<file path="src/rtl/ahbl2apb_bridge_if.sv">
// Bus bundle for the AHB-Lite to APB3 bridge: AHB-Lite slave side and APB3 master side.
// The slave modport is the bridge's view; the master modport is the surrounding system's view.
interface ahbl2apb_bridge_if #(
  parameter int ADDR_W = 32,
  parameter int DATA_W = 32
);
  logic              hsel;
  logic [ADDR_W-1:0] haddr;
  logic [1:0]        htrans;
  logic [2:0]        hsize;
  logic [2:0]        hburst;
  logic [3:0]        hprot;
  logic              hwrite;
  logic [DATA_W-1:0] hwdata;
  logic              hready;
  logic              hreadyout;
  logic              hresp;
  logic [DATA_W-1:0] hrdata;

  logic [ADDR_W-1:0] paddr;
  logic              psel;
  logic              penable;
  logic              pwrite;
  logic [DATA_W-1:0] pwdata;
  logic [DATA_W-1:0] prdata;
  logic              pready;
  logic              pslverr;

  modport slave (
    input  hsel, haddr, htrans, hsize, hburst, hprot, hwrite, hwdata, hready,
    output hreadyout, hresp, hrdata,
    output paddr, psel, penable, pwrite, pwdata,
    input  prdata, pready, pslverr
  );

  modport master (
    output hsel, haddr, htrans, hsize, hburst, hprot, hwrite, hwdata, hready,
    input  hreadyout, hresp, hrdata,
    input  paddr, psel, penable, pwrite, pwdata,
    output prdata, pready, pslverr
  );
endinterface

</file>
<file path="src/rtl/ahbl2apb_bridge.sv">
// AHB-Lite slave to APB3 master bridge: one APB SETUP/ACCESS per accepted single word transfer,
// AHB data phase stretched until the completer answers, PSLVERR and bad sizes mapped to ERROR.
module ahbl2apb_bridge #(
  parameter int ADDR_W = 32,
  parameter int DATA_W = 32
) (
  input logic               hclk,
  input logic               hresetn,
  ahbl2apb_bridge_if.slave  bus
);

  typedef enum logic [2:0] {
    IDLE   = 3'd0,
    WWAIT  = 3'd1,
    SETUP  = 3'd2,
    ACCESS = 3'd3,
    DONE   = 3'd4,
    ERR1   = 3'd5,
    ERR2   = 3'd6
  } state_t;

  state_t state;
  state_t state_next;

  logic              accept;
  logic              size_err;
  logic              ready_state;
  logic              start;
  logic              psel_d;
  logic              penable_d;
  logic              hreadyout_d;
  logic              hresp_d;
  logic [ADDR_W-1:0] paddr_q;
  logic              pwrite_q;
  logic [DATA_W-1:0] pwdata_q;
  logic [DATA_W-1:0] hrdata_q;
  logic              unused_ok;

  // hburst/hprot are ignored and htrans[0] only separates SEQ from NONSEQ.
  assign unused_ok = ^{bus.hburst, bus.hprot, bus.htrans[0]};

  assign accept      = bus.hsel & bus.htrans[1] & bus.hready;
  assign size_err    = (bus.hsize != 3'b010);
  assign ready_state = (state == IDLE) || (state == DONE) || (state == ERR2);
  assign start       = ready_state & accept;

  always_comb begin
    state_next  = state;
    psel_d      = 1'b0;
    penable_d   = 1'b0;
    hreadyout_d = 1'b0;
    hresp_d     = 1'b0;
    case (state)
      IDLE, DONE, ERR2: begin
        hreadyout_d = 1'b1;
        hresp_d     = (state == ERR2);
        if (accept) begin
          if (size_err)
            state_next = ERR1;
          else if (bus.hwrite)
            state_next = WWAIT;
          else
            state_next = SETUP;
        end else begin
          state_next = IDLE;
        end
      end
      WWAIT: state_next = SETUP;
      SETUP: begin
        psel_d     = 1'b1;
        state_next = ACCESS;
      end
      ACCESS: begin
        psel_d    = 1'b1;
        penable_d = 1'b1;
        if (bus.pready)
          state_next = bus.pslverr ? ERR1 : DONE;
      end
      ERR1: begin
        hresp_d    = 1'b1;
        state_next = ERR2;
      end
      default: state_next = IDLE;
    endcase
  end

  // Write data only exists in the AHB data phase, which is the WWAIT cycle.
  always_ff @(posedge hclk) begin
    if (!hresetn) begin
      state    <= IDLE;
      paddr_q  <= '0;
      pwrite_q <= 1'b0;
      pwdata_q <= '0;
      hrdata_q <= '0;
    end else begin
      state <= state_next;
      if (start) begin
        paddr_q  <= bus.haddr;
        pwrite_q <= bus.hwrite;
      end
      if (state == WWAIT)
        pwdata_q <= bus.hwdata;
      if ((state == ACCESS) && bus.pready && !bus.pslverr && !pwrite_q)
        hrdata_q <= bus.prdata;
    end
  end

  assign bus.psel      = psel_d;
  assign bus.penable   = penable_d;
  assign bus.hreadyout = hreadyout_d;
  assign bus.hresp     = hresp_d;
  assign bus.paddr     = paddr_q;
  assign bus.pwrite    = pwrite_q;
  assign bus.pwdata    = pwdata_q;
  assign bus.hrdata    = hrdata_q;

endmodule
</file>
<file path="src/flat_wrapper.sv">
// flat-port wrapper written by rule: the top's interface ports become plain ports
module ahbl2apb_bridge_flat 
#(
  parameter int ADDR_W = 32,
  parameter int DATA_W = 32
)
  (hclk, hresetn, bus_hsel, bus_haddr, bus_htrans, bus_hsize, bus_hburst, bus_hprot, bus_hwrite, bus_hwdata, bus_hready, bus_hreadyout, bus_hresp, bus_hrdata, bus_paddr, bus_psel, bus_penable, bus_pwrite, bus_pwdata, bus_prdata, bus_pready, bus_pslverr);
  ahbl2apb_bridge_if #(.ADDR_W(ADDR_W), .DATA_W(DATA_W)) bus_i ();
  input logic hclk;
  input logic hresetn;
  input wire logic [$bits(bus_i.hsel)-1:0] bus_hsel;
  input wire logic [$bits(bus_i.haddr)-1:0] bus_haddr;
  input wire logic [$bits(bus_i.htrans)-1:0] bus_htrans;
  input wire logic [$bits(bus_i.hsize)-1:0] bus_hsize;
  input wire logic [$bits(bus_i.hburst)-1:0] bus_hburst;
  input wire logic [$bits(bus_i.hprot)-1:0] bus_hprot;
  input wire logic [$bits(bus_i.hwrite)-1:0] bus_hwrite;
  input wire logic [$bits(bus_i.hwdata)-1:0] bus_hwdata;
  input wire logic [$bits(bus_i.hready)-1:0] bus_hready;
  output wire logic [$bits(bus_i.hreadyout)-1:0] bus_hreadyout;
  output wire logic [$bits(bus_i.hresp)-1:0] bus_hresp;
  output wire logic [$bits(bus_i.hrdata)-1:0] bus_hrdata;
  output wire logic [$bits(bus_i.paddr)-1:0] bus_paddr;
  output wire logic [$bits(bus_i.psel)-1:0] bus_psel;
  output wire logic [$bits(bus_i.penable)-1:0] bus_penable;
  output wire logic [$bits(bus_i.pwrite)-1:0] bus_pwrite;
  output wire logic [$bits(bus_i.pwdata)-1:0] bus_pwdata;
  input wire logic [$bits(bus_i.prdata)-1:0] bus_prdata;
  input wire logic [$bits(bus_i.pready)-1:0] bus_pready;
  input wire logic [$bits(bus_i.pslverr)-1:0] bus_pslverr;
  assign bus_i.hsel = bus_hsel;
  assign bus_i.haddr = bus_haddr;
  assign bus_i.htrans = bus_htrans;
  assign bus_i.hsize = bus_hsize;
  assign bus_i.hburst = bus_hburst;
  assign bus_i.hprot = bus_hprot;
  assign bus_i.hwrite = bus_hwrite;
  assign bus_i.hwdata = bus_hwdata;
  assign bus_i.hready = bus_hready;
  assign bus_hreadyout = bus_i.hreadyout;
  assign bus_hresp = bus_i.hresp;
  assign bus_hrdata = bus_i.hrdata;
  assign bus_paddr = bus_i.paddr;
  assign bus_psel = bus_i.psel;
  assign bus_penable = bus_i.penable;
  assign bus_pwrite = bus_i.pwrite;
  assign bus_pwdata = bus_i.pwdata;
  assign bus_i.prdata = bus_prdata;
  assign bus_i.pready = bus_pready;
  assign bus_i.pslverr = bus_pslverr;
  ahbl2apb_bridge #(.ADDR_W(ADDR_W), .DATA_W(DATA_W)) u_core (.hclk(hclk), .hresetn(hresetn), .bus(bus_i));
endmodule
</file>
<file path="config.mk">
export PLATFORM = sky130hd
export DESIGN_NAME = ahbl2apb_bridge_flat
export DESIGN_NICKNAME = d
export VERILOG_FILES = /design/src/rtl/ahbl2apb_bridge_if.sv /design/src/rtl/ahbl2apb_bridge.sv /design/src/flat_wrapper.sv
export SDC_FILE = /design/constraint.sdc
export NUM_CORES = 1
export LEC_CHECK = 0
export ABC_AREA = 1
export CAP_MARGIN = 10
export CORE_MARGIN = 4
export CORE_UTILIZATION = 34
export CTS_CLUSTER_DIAMETER = 40
export DETAILED_ROUTE_END_ITERATION = 10
export PLACE_DENSITY = 0.86
export SLEW_MARGIN = 10
export SYNTH_ARGS = -nofsm -noshare
export SYNTH_HDL_FRONTEND = slang
export SYNTH_SLANG_ARGS = --single-unit
</file>
<file path="constraint.sdc">
create_clock -name hclk -period 1.1 [get_ports hclk]
set_input_delay 0.22 -clock hclk [delete_from_list [all_inputs] [get_ports hclk]]
set_output_delay 0.22 -clock hclk [all_outputs]
set_load 0.01 [all_outputs]
</file>
### Word level (Yosys, flattened, before mapping)

Cells that the tools add are included.

| storage, ports and cells | value |
|---|---|
| register bits after elaboration | 100 |
| input bits | 115 |
| output and inout bits | 101 |

| operators by class | value |
|---|---|
| eq/ne operators | 8 |
| multiplexer cells | 10 |
| bitwise operators | 3 |
| reductions and logical operators | 10 |

Operators by type and width:

| operator | count |
|---|---|
| $pmux W3 S5 | 1 |
| $eq A3 B3 Y1 const B | 3 |
| $mux W3 | 3 |
| $eq A3 B2 Y1 const B | 2 |
| $mux W1 | 4 |
| $and A1 B1 Y1 | 3 |
| $eq A3 B1 Y1 const B | 1 |
| $logic_and A1 B1 Y1 | 3 |
| $logic_not A3 Y1 | 1 |
| $ne A3 B2 Y1 const B | 1 |
| $reduce_or A3 Y1 | 1 |
| $logic_not A1 Y1 | 2 |
| $logic_or A1 B1 Y1 | 2 |
| $mux W2 | 1 |
| $ne A2 B2 Y1 const B | 1 |
| $pmux W1 S2 | 1 |
| $reduce_or A2 Y1 | 1 |

### Logic depth before layout (Yosys ltp)

Gate-level depths: netlist (run 1).

| depth | value |
|---|---|
| depth after elaboration | 4 |
| gate-level depth with buffers | 8 |

### Least setup slack after synthesis (run 1)

No wires, ideal clock.

| timing | value |
|---|---|
| kind | register to register |
| start | register u_core.state[2] |
| end | register u_core.paddr_q[12] (netlist: u_core.bus.paddr[12]) |
| setup time | 0.116 ns |
| arrival | 1.075 ns |
| path slack | -0.091 ns |
| stages on the path, launching flop included | 9 |
| path buffers | 1 |
| period minus slack after synthesis | 1.191 ns |
| cell sequence | dfxtp_1 -> inv_2 -> nand2_2 -> nand2_4 -> nor2_8 -> inv_4 -> buf_6 -> nor2_2 -> nor2_1 |

| between the ends | value |
|---|---|
| cells in the longest elaborated chain, start to end | 4 |
| elaborated cells between the ends (all ways) | 6 |

Ends and longest elaborated chain:

| what | RTL line | RTL |
|---|---|---|
| from (decl) | ahbl2apb_bridge.sv:22 | `state_t state;` |
| from (signal assigned) | ahbl2apb_bridge.sv:96 | `state <= state_next;` |
| $eq A3 B3 Y1 / $logic_not A3 Y1 (equally long branches) | ahbl2apb_bridge.sv:44 | `assign ready_state = (state == IDLE) \|\| (state == DONE) \|\| (state == ERR2);` |
| $logic_or A1 B1 Y1 | ahbl2apb_bridge.sv:44 |  |
| $logic_or A1 B1 Y1 (*) | ahbl2apb_bridge.sv:44 |  |
| $and A1 B1 Y1 (*) | ahbl2apb_bridge.sv:45 | `assign start = ready_state & accept;` |
| to (signal assigned) | ahbl2apb_bridge.sv:98 | `paddr_q <= bus.haddr;` |
| to (decl) | ahbl2apb_bridge.sv:33 | `logic [ADDR_W-1:0] paddr_q;` |

Mark *: on every way between the ends. The rest lies on a longest branch, timed or not.
A chain may end at the register's enable or synchronous reset.

### Worst setup path after layout (run 1)

| timing | value |
|---|---|
| start | register u_core.state[1] |
| end | output bus_hresp |

| between the ends | value |
|---|---|
| cells in the longest elaborated chain, start to end | 3 |
| elaborated cells between the ends (all ways) | 6 |

Ends and longest elaborated chain:

| what | RTL line | RTL |
|---|---|---|
| $eq A3 B3 Y1 (tied with other cells) | ahbl2apb_bridge.sv:53, ahbl2apb_bridge.sv:56 |  |
| $reduce_or A3 Y1 | ahbl2apb_bridge.sv:53 | `case (state)` |
| $pmux W1 S2 (*) | ahbl2apb_bridge.sv:53 |  |
| to (decl) | flat_wrapper.sv:21 | `output wire logic [$bits(bus_i.hresp)-1:0] bus_hresp;` |

Marks and branches as above.

==> qor.csv, run 1 <==
stage,metric,value,unit
clocking,Clock Pin Slew Worst Setup and Hold Paths,90,ps
setup_path,Crit Path Class,reg2out,
setup_path,r2r setup slk,-240,ps
pwr,leakage,2.93,nW
synth,Simple-Gate Fraction of Synth Area,18.5,%
clocking,worst skew pair latency,350,ps
synth,Synth Area in Adders,0,%
setup_path,Worst setup SP type,flip-flop,
clocking,clk buf depth,2,
global_route,met3 usage,6.25,%
die,die area,12700,um^2
synth,ys async rst share,0,%
cells_and_area,fin util,65.7,%
timing,"Hold Vio Cnt, Final",0,
routing,Avg WL per Cell,16.3,um
hold_path,min-delay src,hresetn,
setup_path,Critical Path Fanout Max,4,
cells_and_area,ant diodes,0,
timing,Slew headroom,73.3,%
setup_path,critical path endpoint category,output pin,
timing,hold_ws,219,ps
timing,Tmin final,1340,ps
die,Die Span X,113,um
synth,Syn Area/Cell,8.00,um^2
synth,most instantiated library cell after synthesis,nor2_1,
synth,Commonest cells post-synth,"nor2_1 (112), dfxtp_1 (100), o21ai_0 (58)",
die,placeable core area,10500,um^2
hold_path,Hold EP,u_core.bus.paddr[25]$_SDFFE_PN0P_,
synth,Compound-Gate Fraction of Synth Area,18.1,%
cells_and_area,Layout Cells excl Fill,837,
die,Starting Density,35.5,%
routing,drt total wl,13600,um
global_route,largest net degree at the start of global routing,54,
routing,Antenna Violating Nets Remaining,0,
timing,Slew @ Worst Pin,400,ps
pwr,worst vdd ir,0.670,mV
setup_path,CP peak stage delay,390,ps
placement,Inst Count DP,798,
synth,"area leader, netlist",dfxtp_1,
global_route,GRT Max-Usage Layer,met2,
run_status,failing checks,setup timing,
die,num ports,216,
die,Std-Cell Rows,37,
routing,Initial DRC Count,140,
setup_path,R2R depth,9,
global_route,global route overflow,0,
global_route,number of global-route vias before repair,4236,
setup_path,CP arrival,1120,ps
cells_and_area,final net count,811,
timing,Setup-failing EPs final,104,
timing,setup ws final,-237,ps
routing,Vias,3996,
synth,largest family of logic cells by synthesized area,simple AND/OR/NAND/NOR gates,
placement,PortBufs,207,
synth,Post-Synthesis Cells,464,
die,die height,113,um
setup_path,WP depth,4,
synth,xor-xnor portion of the synthesized cell area,0,%
synth,synth top area cells,"dfxtp_1 (54%), nor2_1 (11%), o21ai_0 (7.8%)",
synth,Synth Cell Area,3710,um^2
synth,Synth top area share,53.9,%
pwr,Pwr Density,1120,nW/um^2
synth,post-synthesis mux area share,0,%
placement,DP Area,6000,um^2
setup_path,WP data required,880,ps
synth,synthesized flop and latch total,100,
pwr,total power,7.71,mW
run_status,outcome,finished with violations,
setup_path,worst path cell trace,nand2_4 > nand2_2 > a21oi_2 > buf_4,
clocking,CTS H-Tree Depth,3,
clocking,clock sinks,100,
clocking,Clk Tree Root Cell,clkbuf_8,
synth,sequential fraction of the synthesis area,53.9,%
clocking,CTS tree,yes,
timing,RSZ-0062 raised after global routing,true,
hold_path,Hold WC Path Type,in2reg,
setup_path,CP Buf/Inv Count,1,
setup_path,Crit Reg-Reg Startpoint,u_core.state[2]$_SDFFE_PN0P_,
setup_path,FF-to-FF End,u_core.bus.paddr[6]$_SDFFE_PN0P_,
routing,Pre-antenna DRT Iters,4,
cells_and_area,layout cell share with drive strength beyond 1,52.9,%
placement,Final HPWL DP,9040,um
setup_path,CP top delay family,flip-flops,
synth,library cells used by synthesis,20,
synth,"Top FF cell, synth",dfxtp_1,
global_route,Total Routing Usage GR,20.2,%
cells_and_area,Filler Cell Count,851,
run,max-cap viol count,0,
timing,"Slew Viols, Final",0,
clocking,hold_buf cts,0,
clocking,total CTS buffers,9,
global_route,initial antenna violation count,0,
cells_and_area,area grow syn2layout,85.1,%
setup_path,CP max-delay cell,dfxtp_4,
placement,pre-CTS setup slack,-563,ps
synth,yosys warns,0,
hold_path,Min-Delay Path Depth,3,
global_route,first-pass GRT wire length,20900,um
timing,Tcrit/Tclk final,122,%
synth,Synthesized Nets,579,
timing,Worst Skew,11.8,ps
timing,setup tns final,-15830,ps
synth,"EDFF count, synth",0,
global_route,GR Util met1,21.3,%
cells_and_area,Final Cell Area,6880,um^2
routing,Vias/cell,4.77,
global_route,Global Route met2 Usage,38.0,%
timing,highest clock rate,748,MHz
placement,GPL Wtd Cong,0.867,
routing,DR DRC count,0,
-- placed cells by master (no fill, tap or decap), types with 2 or more instances in the layout --
cell             instances
clkdlybuf4s50_1        105
buf_2                   89
nor2_1                  83
dfxtp_2                 73
o21ai_2                 57
inv_1                   39
nor2_4                  28
a21oi_1                 27
o21ai_0                 23
nor2_2                  22
dfxtp_1                 22
buf_6                   19
buf_4                   17
nand2_1                 12
o21ai_1                 10
o21ai_4                  9
clkbuf_8                 9
a21oi_2                  8
buf_12                   8
clkbuf_1                 5
dfxtp_4                  5
nand2_4                  3
nand3_1                  3
inv_16                   3
clkinv_8                 3
buf_16                   3
nand2_8                  2
inv_12                   2
clkbuf_16                2
-- flip-flops by register name (all words and copies together), names as in the netlist --
register,flops
u_core.bus.hrdata,32
u_core.bus.pwdata,32
u_core.bus.paddr,32
u_core.state,3
u_core.bus.pwrite,1
-- how the worst max path moves through the flow --
stage / from / end / slack (ps)
4_1_cts: u_core.state[1]$_SDFFE_PN0P_ / bus_hresp / -230
6_report: u_core.state[1]$_SDFFE_PN0P_ / bus_hresp / -240
2_1_floorplan: u_core.state[1]$_SDFFE_PN0P_ / u_core.bus.hrdata[0]$_SDFFE_PN0P_ / -40
5_1_grt: u_core.state[2]$_SDFFE_PN0P_ / u_core.bus.paddr[6]$_SDFFE_PN0P_ / -320
3_5_place_dp: bus_hready / u_core.bus.paddr[6]$_SDFFE_PN0P_ / -560
3_3_place_gp: bus_hready / u_core.bus.paddr[1]$_SDFFE_PN0P_ / -470
-- worst reg2reg max path: stages, from the launching register on --
cell and delay, ps:
dfxtp_4 390, inv_4 40, nand2_4 60, nand2_4 50, buf_6 120, nor2_8 170
buf_6 140, buf_6 120, o21ai_1 60, nor2_1 120
-- area by class of cell --
type                    instances  area, um^2  share of cell area, %
clock inverters                 2        35.0                  0.510
well taps                     136         170                   2.47
repair buffers                244        2150                   31.2
flip-flops and latches        100        2110                   30.7
inverters                      44         201                   2.93
multi-input cells             291        1960                   28.6
repair inverters                6         105                   1.53
clock buffers                  14         143                   2.07
-- report_power, final --
| part | total [mW] | switching, mW | internal, mW |
|---|---|---|---|
| logic | 1.57 | 0.759 | 0.813 |
| clock network | 2.24 | 1.18 | 1.06 |
| registers | 3.90 | 0.100 | 3.80 |
-- kinds of logic (layout without fill, tap and decap cells) --
family | after synthesis | count (layout)
AND/OR/NAND/NOR | 157 | 157
AO/OA/AOI/OAI | 134 | 134
flip-flops | 100 | 100
buffers and inverters | 73 | 310
-- per-layer routing --
layer	wire (um)	up-vias
met5	0	-
met2	7250	142
li1	-	1945
met1	5190	1885
met3	844	24
met4	340	0
-- timing repair --
action,4_1_cts,5_1_grt
gates cloned,10,3
gates resized for setup,589,135
endpoints found under the hold margin,0,0
endpoints found under the setup margin,201,120
pin swaps,31,19
setup buffers,8,2
No activity file was read; power rests on OpenSTA's default activity.
==> run 2, diff against run 1 <==
--- a/config.mk
+++ b/config.mk
@@ -8,10 +8,10 @@
 export ABC_AREA = 1
 export CAP_MARGIN = 10
 export CORE_MARGIN = 4
-export CORE_UTILIZATION = 34
+export CORE_UTILIZATION = 38
 export CTS_CLUSTER_DIAMETER = 40
 export DETAILED_ROUTE_END_ITERATION = 10
-export PLACE_DENSITY = 0.86
+export PLACE_DENSITY = 0.91
 export SLEW_MARGIN = 10
 export SYNTH_ARGS = -nofsm -noshare
 export SYNTH_HDL_FRONTEND = slang
==> constraint.sdc (replaced) <==
create_clock -name hclk -period 1.33 [get_ports hclk]
set_input_delay 0.266 -clock hclk [delete_from_list [all_inputs] [get_ports hclk]]
set_output_delay 0.266 -clock hclk [all_outputs]
set_load 0.01 [all_outputs]
==> qor.csv, run 2 (synthesis results as in run 1) <==
stage,metric,value,unit
die,Std-Cell Rows,35,
timing,Slew headroom,76.4,%
timing,"Slew Viols, Final",0,
timing,Tcrit/Tclk final,119,%
clocking,Clk Tree Root Cell,clkbuf_8,
routing,Vias,4029,
timing,"Hold Vio Cnt, Final",0,
timing,Worst Skew,16.9,ps
routing,Vias/cell,4.87,
placement,PortBufs,207,
clocking,worst skew pair latency,350,ps
clocking,CTS H-Tree Depth,3,
timing,Setup-failing EPs final,102,
run_status,failing checks,setup timing,
setup_path,Crit Path Class,reg2reg,
global_route,initial antenna violation count,0,
routing,Avg WL per Cell,16.9,um
setup_path,CP Buf/Inv Count,4,
die,Die Span X,107,um
setup_path,Crit path top cell by count,buf_6,
clocking,hold_buf cts,0,
setup_path,critical path endpoint category,flip-flop,
placement,pre-CTS setup slack,-325,ps
die,die height,107,um
run,max-cap viol count,0,
timing,setup ws final,-258,ps
setup_path,Critical Path Fanout Max,20,
setup_path,CP arrival,1800,ps
global_route,global route overflow,0,
die,die area,11400,um^2
global_route,Total Routing Usage GR,22.4,%
routing,DR DRC count,0,
cells_and_area,most frequent cells in the layout,"clkdlybuf4s50_1 (105), dlygate4sd2_1 (91), dfxtp_1 (91), nor2_1 (83), inv_1 (38)",
pwr,leakage,3.09,nW
clocking,Clock Pin Slew Worst Setup and Hold Paths,90,ps
timing,RSZ-0062 raised after global routing,true,
timing,hold_ws,241,ps
die,Starting Density,39.6,%
cells_and_area,ant diodes,0,
setup_path,CP max-delay cell,dfxtp_2,
cells_and_area,Filler Cell Count,683,
pwr,worst vdd ir,0.600,mV
setup_path,CP peak stage delay,330,ps
placement,Final HPWL DP,8760,um
run_status,outcome,finished with violations,
die,num ports,216,
clocking,clk buf depth,2,
hold_path,Hold WC Path Type,in2reg,
timing,Tmin final,1590,ps
setup_path,worst path cell trace,buf_6 > buf_6 > buf_4 > nor2_2 > nand2_4 > buf_8 > o21ai_0 > a21oi_1,
global_route,number of global-route vias before repair,4220,
clocking,total CTS buffers,9,
die,placeable core area,9370,um^2
pwr,total power,6.40,mW
cells_and_area,final net count,810,
pwr,Pwr Density,916,nW/um^2
global_route,first-pass GRT wire length,20400,um
routing,Pre-antenna DRT Iters,4,
setup_path,WP data required,1540,ps
cells_and_area,fin util,74.6,%
global_route,largest net degree at the start of global routing,45,
routing,drt total wl,14000,um
timing,highest clock rate,630,MHz
timing,Slew @ Worst Pin,354,ps
routing,Initial DRC Count,155,
setup_path,Worst setup SP type,flip-flop,
setup_path,CP top delay family,buffers and inverters,
placement,GPL Wtd Cong,0.788,
clocking,CTS tree,yes,
cells_and_area,"most common cell after layout, fill and taps aside",clkdlybuf4s50_1,
cells_and_area,area grow syn2layout,88.2,%
cells_and_area,layout cell share with drive strength beyond 1,26.6,%
clocking,clock sinks,100,
routing,Antenna Violating Nets Remaining,0,
[run 2: layout make-up]
cell class                      count  area (um^2)  share of cell area (%)
Clock buffer                       11          141                    2.02
Clock inverter                      4         48.8                   0.698
Inverter                           44          196                    2.81
Multi-Input combinational cell    292         1840                    26.3
Sequential cell                   100         2010                    28.8
Tap cell                          129          161                    2.31
Timing Repair Buffer              247         2570                    36.8
Timing Repair inverter              1         20.0                   0.286
[run 2: routing by layer]
metal,part of all wire (%),vias to the layer above,GRT usage (%)
li1,-,1947,-
met3,5.6,34,5.54
met5,0,-,0
met4,2.9,0,11.0
met1,38,1868,23.5
met2,53,180,41.5
[run 2: where the power goes]
part           internal, mW  leakage (nW)  switching, mW
Clock                 0.916        0.0996           1.03
Combinational         0.675          2.17          0.573
Sequential             3.14         0.816         0.0775
Total                  4.73          3.09           1.68
[run 2: worst min-delay path, delay by kind of cell]
kind	cells	cell delay [ps]
AO/OA/AOI/OAI	1	90
buffers and inverters	1	150
AND/OR/NAND/NOR	1	40
[run 2: path summary, 6_finish.rpt]
| kind | startpoint | to | slack (ps) | depth (start not counted) |
|---|---|---|---|---|
| worst max-delay path | u_core.state[1]$_SDFFE_PN0P_ | u_core.bus.pwdata[27]$_SDFFE_PN0P_ | -260 | 8 |
| worst min-delay path | hresetn | u_core.bus.pwrite$_SDFFE_PN0P_ | 240 | 3 |
| worst max register to register | u_core.state[1]$_SDFFE_PN0P_ | u_core.bus.pwdata[27]$_SDFFE_PN0P_ | -260 | 8 |
| worst min register to register | u_core.bus.pwdata[5]$_SDFFE_PN0P_ | u_core.bus.pwdata[5]$_SDFFE_PN0P_ | 440 | 2 |
[run 2: repair_timing]
action                                  4_1_cts  5_1_grt
gates resized for setup                     206      107
gates cloned                                 11        1
buffers inserted                             10        5
endpoints found under the setup margin      168      107
endpoints found under the hold margin         0        0
pin swaps                                    27       30
[run 2: through the flow]
stage / instance area (um^2) / std cells / setup TNS (ps)
after floorplan: 3710 / 464 / 0
after global placement: 5980 / 791 / -15740
after detailed placement: 5980 / 791 / -18930
after CTS: 6680 / 827 / -8100
after global routing: 6990 / 828 / -14140
final: 6990 / 828 / -7710
==> run 3, diff against run 2 <==
--- a/config.mk
+++ b/config.mk
@@ -6,7 +6,7 @@
 export NUM_CORES = 1
 export LEC_CHECK = 0
 export ABC_AREA = 1
-export CAP_MARGIN = 10
+export CAP_MARGIN = 20
 export CORE_MARGIN = 4
 export CORE_UTILIZATION = 38
 export CTS_CLUSTER_DIAMETER = 40
==> results of run 3 <==
Same layout as run 2: the final DEF is identical, and so are final timing and power.
==> patch 1 (config.mk and constraints of run 2) <==
`DATA_W` is set to 32 in 3 places; all go to 24.
--- a/src/rtl/ahbl2apb_bridge_if.sv
+++ b/src/rtl/ahbl2apb_bridge_if.sv
@@ -2,7 +2,7 @@
 // The slave modport is the bridge's view; the master modport is the surrounding system's view.
 interface ahbl2apb_bridge_if #(
   parameter int ADDR_W = 32,
-  parameter int DATA_W = 32
+  parameter int DATA_W = 24
 );
   logic              hsel;
   logic [ADDR_W-1:0] haddr;
--- a/src/rtl/ahbl2apb_bridge.sv
+++ b/src/rtl/ahbl2apb_bridge.sv
@@ -2,7 +2,7 @@
 // AHB data phase stretched until the completer answers, PSLVERR and bad sizes mapped to ERROR.
 module ahbl2apb_bridge #(
   parameter int ADDR_W = 32,
-  parameter int DATA_W = 32
+  parameter int DATA_W = 24
 ) (
   input logic               hclk,
   input logic               hresetn,
--- a/src/flat_wrapper.sv
+++ b/src/flat_wrapper.sv
@@ -2,7 +2,7 @@
 module ahbl2apb_bridge_flat 
 #(
   parameter int ADDR_W = 32,
-  parameter int DATA_W = 32
+  parameter int DATA_W = 24
 )
   (hclk, hresetn, bus_hsel, bus_haddr, bus_htrans, bus_hsize, bus_hburst, bus_hprot, bus_hwrite, bus_hwdata, bus_hready, bus_hreadyout, bus_hresp, bus_hrdata, bus_paddr, bus_psel, bus_penable, bus_pwrite, bus_pwdata, bus_prdata, bus_pready, bus_pslverr);
   ahbl2apb_bridge_if #(.ADDR_W(ADDR_W), .DATA_W(DATA_W)) bus_i ();
Ports: changed (resized bus_hrdata, bus_hwdata, bus_prdata and bus_pwdata); port bits go from 216 to 184. No check against the original RTL was run, so the function may have changed too.
==> patch 1 against run 2 <==
The flow still finishes with violations (setup timing). Maximum frequency grew 17%. Setup slack gained 0.24 ns. Sequential power shrank 16%. Cell area shrank 22%. Via count shrank 16%. Non-clock buffer count shrank 41. Power shrank 12%. Count of clock-buffer cells in the layout grew 1. Clock skew shrank 0.0036 ns. Area after synthesis shrank 16%. Register-to-register slack gained 0.26 ns. Wire length shrank 27%. Sequential cell count shrank 16. Critical path type is now reg2out. Largest power group unchanged. Highest routed layer unchanged.
==> patch 1: results (changes against run 2) <==
Drt
  • WL final: 10.2 mm (-27%)
  • Drt pass-1 iters: 5 (+1)
  • Vias: 3381 (-16%)
  • DRT iter0 DRCs: 58 (-63%)

Synthesis
  • Synth area leaders: dfxtp_1, nor2_1, o21ai_0
  • Seq/Total Area, Yosys: 53.8% (-0.084 points)
  • Top cells by count, synth: nor2_1, dfxtp_1, o21ai_0
  • Mapped Nets: 494 (-15%)

Final layout
  • Nets: 689 (-15%)
  • Fill count: 639 (-6.4%)
  • Largest register FFs: 32
  • Share of layout cells above drive strength 1: 16.5% (-10 points)

STA
  • Slew HR: 77.3% (+0.88 points)
  • Post-Route Setup TNS: -0.0231 ns (+7.69 ns)
  • Setup-failing EPs final: 1 (-99%)
  • Clock Skews: 0.0133 ns (-0.00356 ns)
  • Post-route setup slack: -0.0231 ns (+0.235 ns)

CTS
  • CTS Buf Count: 9 (unchanged)

GRT
  • Global Route Usage Sum: 19.4% (-3.0 points)
  • Vias in the first global route: 3237 (-23%)
  • Pin count of the biggest net entering global routing: 34 (-24%)
  • Global-route wire length before repair: 15.4 mm (-24%)

Placement
  • Final Wtd Congestion: 0.810 (+2.8%)
  • DP Area: 0.00506 mm² (-15%)
  • I/O Buffers: 175 (-15%)
  • HPWL Detailed: 7.51 mm (-14%)

Status
  • Violated checks: setup timing
  • Status: finished, violations left

Power
  • P_leak: 2.53 nW (-18%)
  • Switching Share: 24.2% (-2.0 points)
  • Maximum VDD drop: 0.616 mV (+2.7%)

Critical path
  • Crit-path max FO: 4 (-80%)
patch 1: power groups by stage:
stage	logic [mW]	registers, mW	clock network [mW]
6_report	0.958	2.70	1.98
4_1_cts	0.864	2.70	2.03
5_1_grt	1.04	2.72	2.13
2_1_floorplan	0.277	2.81	0
3_3_place_gp	0.906	2.75	0
3_5_place_dp	0.930	2.76	0
patch 1: final timing paths:
path                                                     endpoint  slack, ns  cells past startpoint                         startpoint
worst max-delay path                                    bus_hresp      -0.02                      4       u_core.state[1]$_SDFFE_PN0P_
worst min-delay path                 u_core.state[2]$_SDFFE_PN0P_       0.34                      5                            hresetn
worst max register to register   u_core.bus.paddr[3]$_SDFFE_PN0P_          0                      9       u_core.state[2]$_SDFFE_PN0P_
worst min register to register  u_core.bus.pwdata[6]$_SDFFE_PN0P_       0.45                      2  u_core.bus.pwdata[6]$_SDFFE_PN0P_
patch 1: logic make-up (layout without fill, tap and decap cells):
kind of cell / count (synthesis) / after routing / synth area share (%)
AOI/OAI and AO/OA: 110 / 110 / 17.6
and+or+nand+nor: 141 / 142 / 19.2
buffers and inverters: 60 / 259 / 9.33
DFF: 84 / 84 / 53.8
patch 1: what timing repair did:
action | 4_1_cts | 5_1_grt
pin swaps | 2 | 14
endpoints found under the setup margin | 144 | 85
gates resized for setup | 107 | 91
gates cloned | 0 | 4
buffers inserted | 1 | 6
patch 1: through the flow:
step / setup slack, ns / std cells
after floorplan: 0.127 / 395
after global placement: -0.344 / 670
after detailed placement: -0.331 / 670
after CTS: -0.0805 / 687
after global routing: -0.0863 / 697
final: -0.0231 / 697
patch 1: worst max-delay path, stage by stage (launching register included):
cell,delay [ns]
dfxtp_4,0.37
nand2_4,0.08
nand2_2,0.06
a21oi_2,0.09
buf_2,0.15
patch 1: layer usage:
layer  wire length [µm]  global-route usage, %
met5                  0                      0
met4                194                   6.30
met3                739                   6.58
met2               5330                   35.1
met1               3980                   21.3
patch 1: area by class of cell:
| cell class | instances | area, µm² | share of cell area (%) |
|---|---|---|---|
| Clock buffer | 12 | 145 | 2.67 |
| Clock inverter | 4 | 72.6 | 1.33 |
| Inverter | 36 | 150 | 2.76 |
| Multi-Input combinational cell | 252 | 1250 | 23.0 |
| Sequential cell | 84 | 1690 | 31.1 |
| Tap cell | 102 | 128 | 2.35 |
| Timing Repair Buffer | 206 | 1990 | 36.7 |
| Timing Repair inverter | 1 | 8.76 | 0.161 |
==> patch 2 (flow settings as in run 2) <==
Made on the original files. Re-encode `state_t` (7 states) as one-hot, 7 bits wide.
--- a/src/rtl/ahbl2apb_bridge.sv
+++ b/src/rtl/ahbl2apb_bridge.sv
@@ -9,14 +9,14 @@
   ahbl2apb_bridge_if.slave  bus
 );
 
-  typedef enum logic [2:0] {
-    IDLE   = 3'd0,
-    WWAIT  = 3'd1,
-    SETUP  = 3'd2,
-    ACCESS = 3'd3,
-    DONE   = 3'd4,
-    ERR1   = 3'd5,
-    ERR2   = 3'd6
+  typedef enum logic [6:0] {
+    IDLE   = 7'b0000001,
+    WWAIT  = 7'b0000010,
+    SETUP  = 7'b0000100,
+    ACCESS = 7'b0001000,
+    DONE   = 7'b0010000,
+    ERR1   = 7'b0100000,
+    ERR2   = 7'b1000000
   } state_t;
 
   state_t state;
Function: no difference found for any inputs over 10 cycles, from zero or initial values and one cycle with hresetn low; not proved beyond that.
==> patch 2 against run 2 <==
The run still ends with setup timing left. Clock power increased by 20%. Critical path depth increased by 1. Area after synthesis increased by 5.3%. Cell area increased by 2.1%. Hold slack improved by 0.13 ns. Sequential share of layout area increased by 0.65 points. Clock skew decreased by 0.0079 ns. Combinational power decreased by 28%. Maximum frequency decreased by 3.1%. Setup slack got worse by 0.051 ns. Power increased by 0.21%. Sequential cell count increased by 4. Wire length decreased by 2.2%. Critical endpoint is now u_core.bus.hrdata[26]$_SDFFE_PN0P_. Largest power group unchanged.
==> patch 2: results (changes against run 2) <==
Status
  • Status: finished, violations left
  • Violated checks: setup timing

Final layout
  • Share of layout cells above drive strength 1: 26.1% (-0.51 points)
  • Nets: 838 (+3.5%)
  • Fill count: 714 (+4.5%)

Placement
  • Setup WS pre-CTS: -0.474 ns (-0.149 ns)
  • HPWL Detailed: 8.93 mm (+1.9%)
  • I/O Buffers: 207 (unchanged)
  • Final Wtd Congestion: 0.809 (+2.7%)

GRT
  • Global Route Usage Sum: 20.5% (-2.0 points)
  • Global-route wire length before repair: 19.1 mm (-6.0%)
  • Vias in the first global route: 4116 (-2.5%)

STA
  • Post-route setup slack: -0.309 ns (-0.0509 ns)
  • Hold WS: 0.371 ns (+0.130 ns)
  • Clock Skews: 0.00902 ns (-0.00786 ns)
  • Least-Margin Pin Slew: 0.776 ns (+0.422 ns)
  • Setup-failing EPs final: 104 (+2.0%)

Critical path
  • R2r setup slk: -0.31 ns (-0.05 ns)
  • CP max stage delay: 0.35 ns (+0.02 ns)
  • Top Family by Delay on Critical Path: simple AND/OR/NAND/NOR gates

Drt
  • WL met2: 7.32 mm (-1.6%)
  • DR WL met3: 1.19 mm (+52%)
  • M1 wire length: 4.90 mm (-8.6%)
  • WL per Instance: 15.9 µm (-5.9%)
  • Vias: 4199 (+4.2%)
  • DRT iter0 DRCs: 174 (+12%)

CTS
  • Clock transition at path regs: 0.10 ns
  • Skew-Pair Late Insertion Delay: 0.37 ns (+0.02 ns)

Synthesis
  • Synth area leaders: dfxtp_1, nor2_1, o21ai_0
  • Top cells by count, synth: nor2_1, dfxtp_1, o21ai_0
  • Mapped Nets: 610 (+5.4%)
  • Seq/Total Area, Yosys: 53.2% (-0.68 points)
  • Yosys cell types: 23 (+15%)

Power
  • P_leak: 3.08 nW (-0.22%)
## patch 2: worst min-delay path, stage by stage
cell and delay (ns):
buf_2 0.12, buf_12 0.19, o21ai_2 0.08, a21oi_1 0.04
## patch 2: final timing paths
kind / startpoint / to / cells after the start
max: u_core.state[1]$_SDFFE_PN0P_ / u_core.bus.hrdata[26]$_SDFFE_PN0P_ / 9
min: hresetn / u_core.bus.hrdata[22]$_SDFFE_PN0P_ / 4
max reg2reg: u_core.state[1]$_SDFFE_PN0P_ / u_core.bus.hrdata[26]$_SDFFE_PN0P_ / 9
min reg2reg: u_core.bus.hrdata[5]$_SDFFE_PN0P_ / u_core.bus.hrdata[5]$_SDFFE_PN0P_ / 2
## patch 2: stage by stage
stage,cell area [µm²],std cells
global placement,6170,829
detailed placement,6170,829
global route,7140,861
finish,7140,861
floorplan,3920,495
CTS,6660,854
## patch 2: cell type report
type	count	share of cell area, %
Tap cell	133	2.33
Inverter	48	3.10
Timing Repair Buffer	246	35.0
Sequential cell	104	29.5
Clock buffer	10	1.79
Clock inverter	6	1.51
Multi-Input combinational cell	314	26.8
## patch 2: timing repair
| item | in CTS | in global routing |
|---|---|---|
| resized for setup | 246 | 123 |
| cloned | 2 | 5 |
| setup buffers | 9 | 4 |
| setup endpoints to repair | 201 | 115 |
| pin swaps | 9 | 37 |
## patch 2: cells by family (layout without fill, tap and decap cells)
| logic type | count (synthesis) | after routing | synth area share (%) |
|---|---|---|---|
| buffers and inverters | 77 | 310 | 9.82 |
| AND/OR/NAND/NOR | 179 | 179 | 19.3 |
| flip-flops | 104 | 104 | 53.2 |
| AO/OA/AOI/OAI | 135 | 135 | 17.6 |
## patch 2: where the power goes
| group | internal [mW] | total, mW | switching [mW] |
|---|---|---|---|
| Combinational | 0.515 | 0.896 | 0.381 |
| Clock | 1.25 | 2.33 | 1.08 |
| Sequential | 3.16 | 3.19 | 0.0313 |
## patch 2: routing by layer
metal | track usage [%] | vias up
li1 | - | 2042
met1 | 20.8 | 1980
met3 | 7.28 | 23
met2 | 37.7 | 154
met4 | 8.37 | 0
met5 | 0 | -
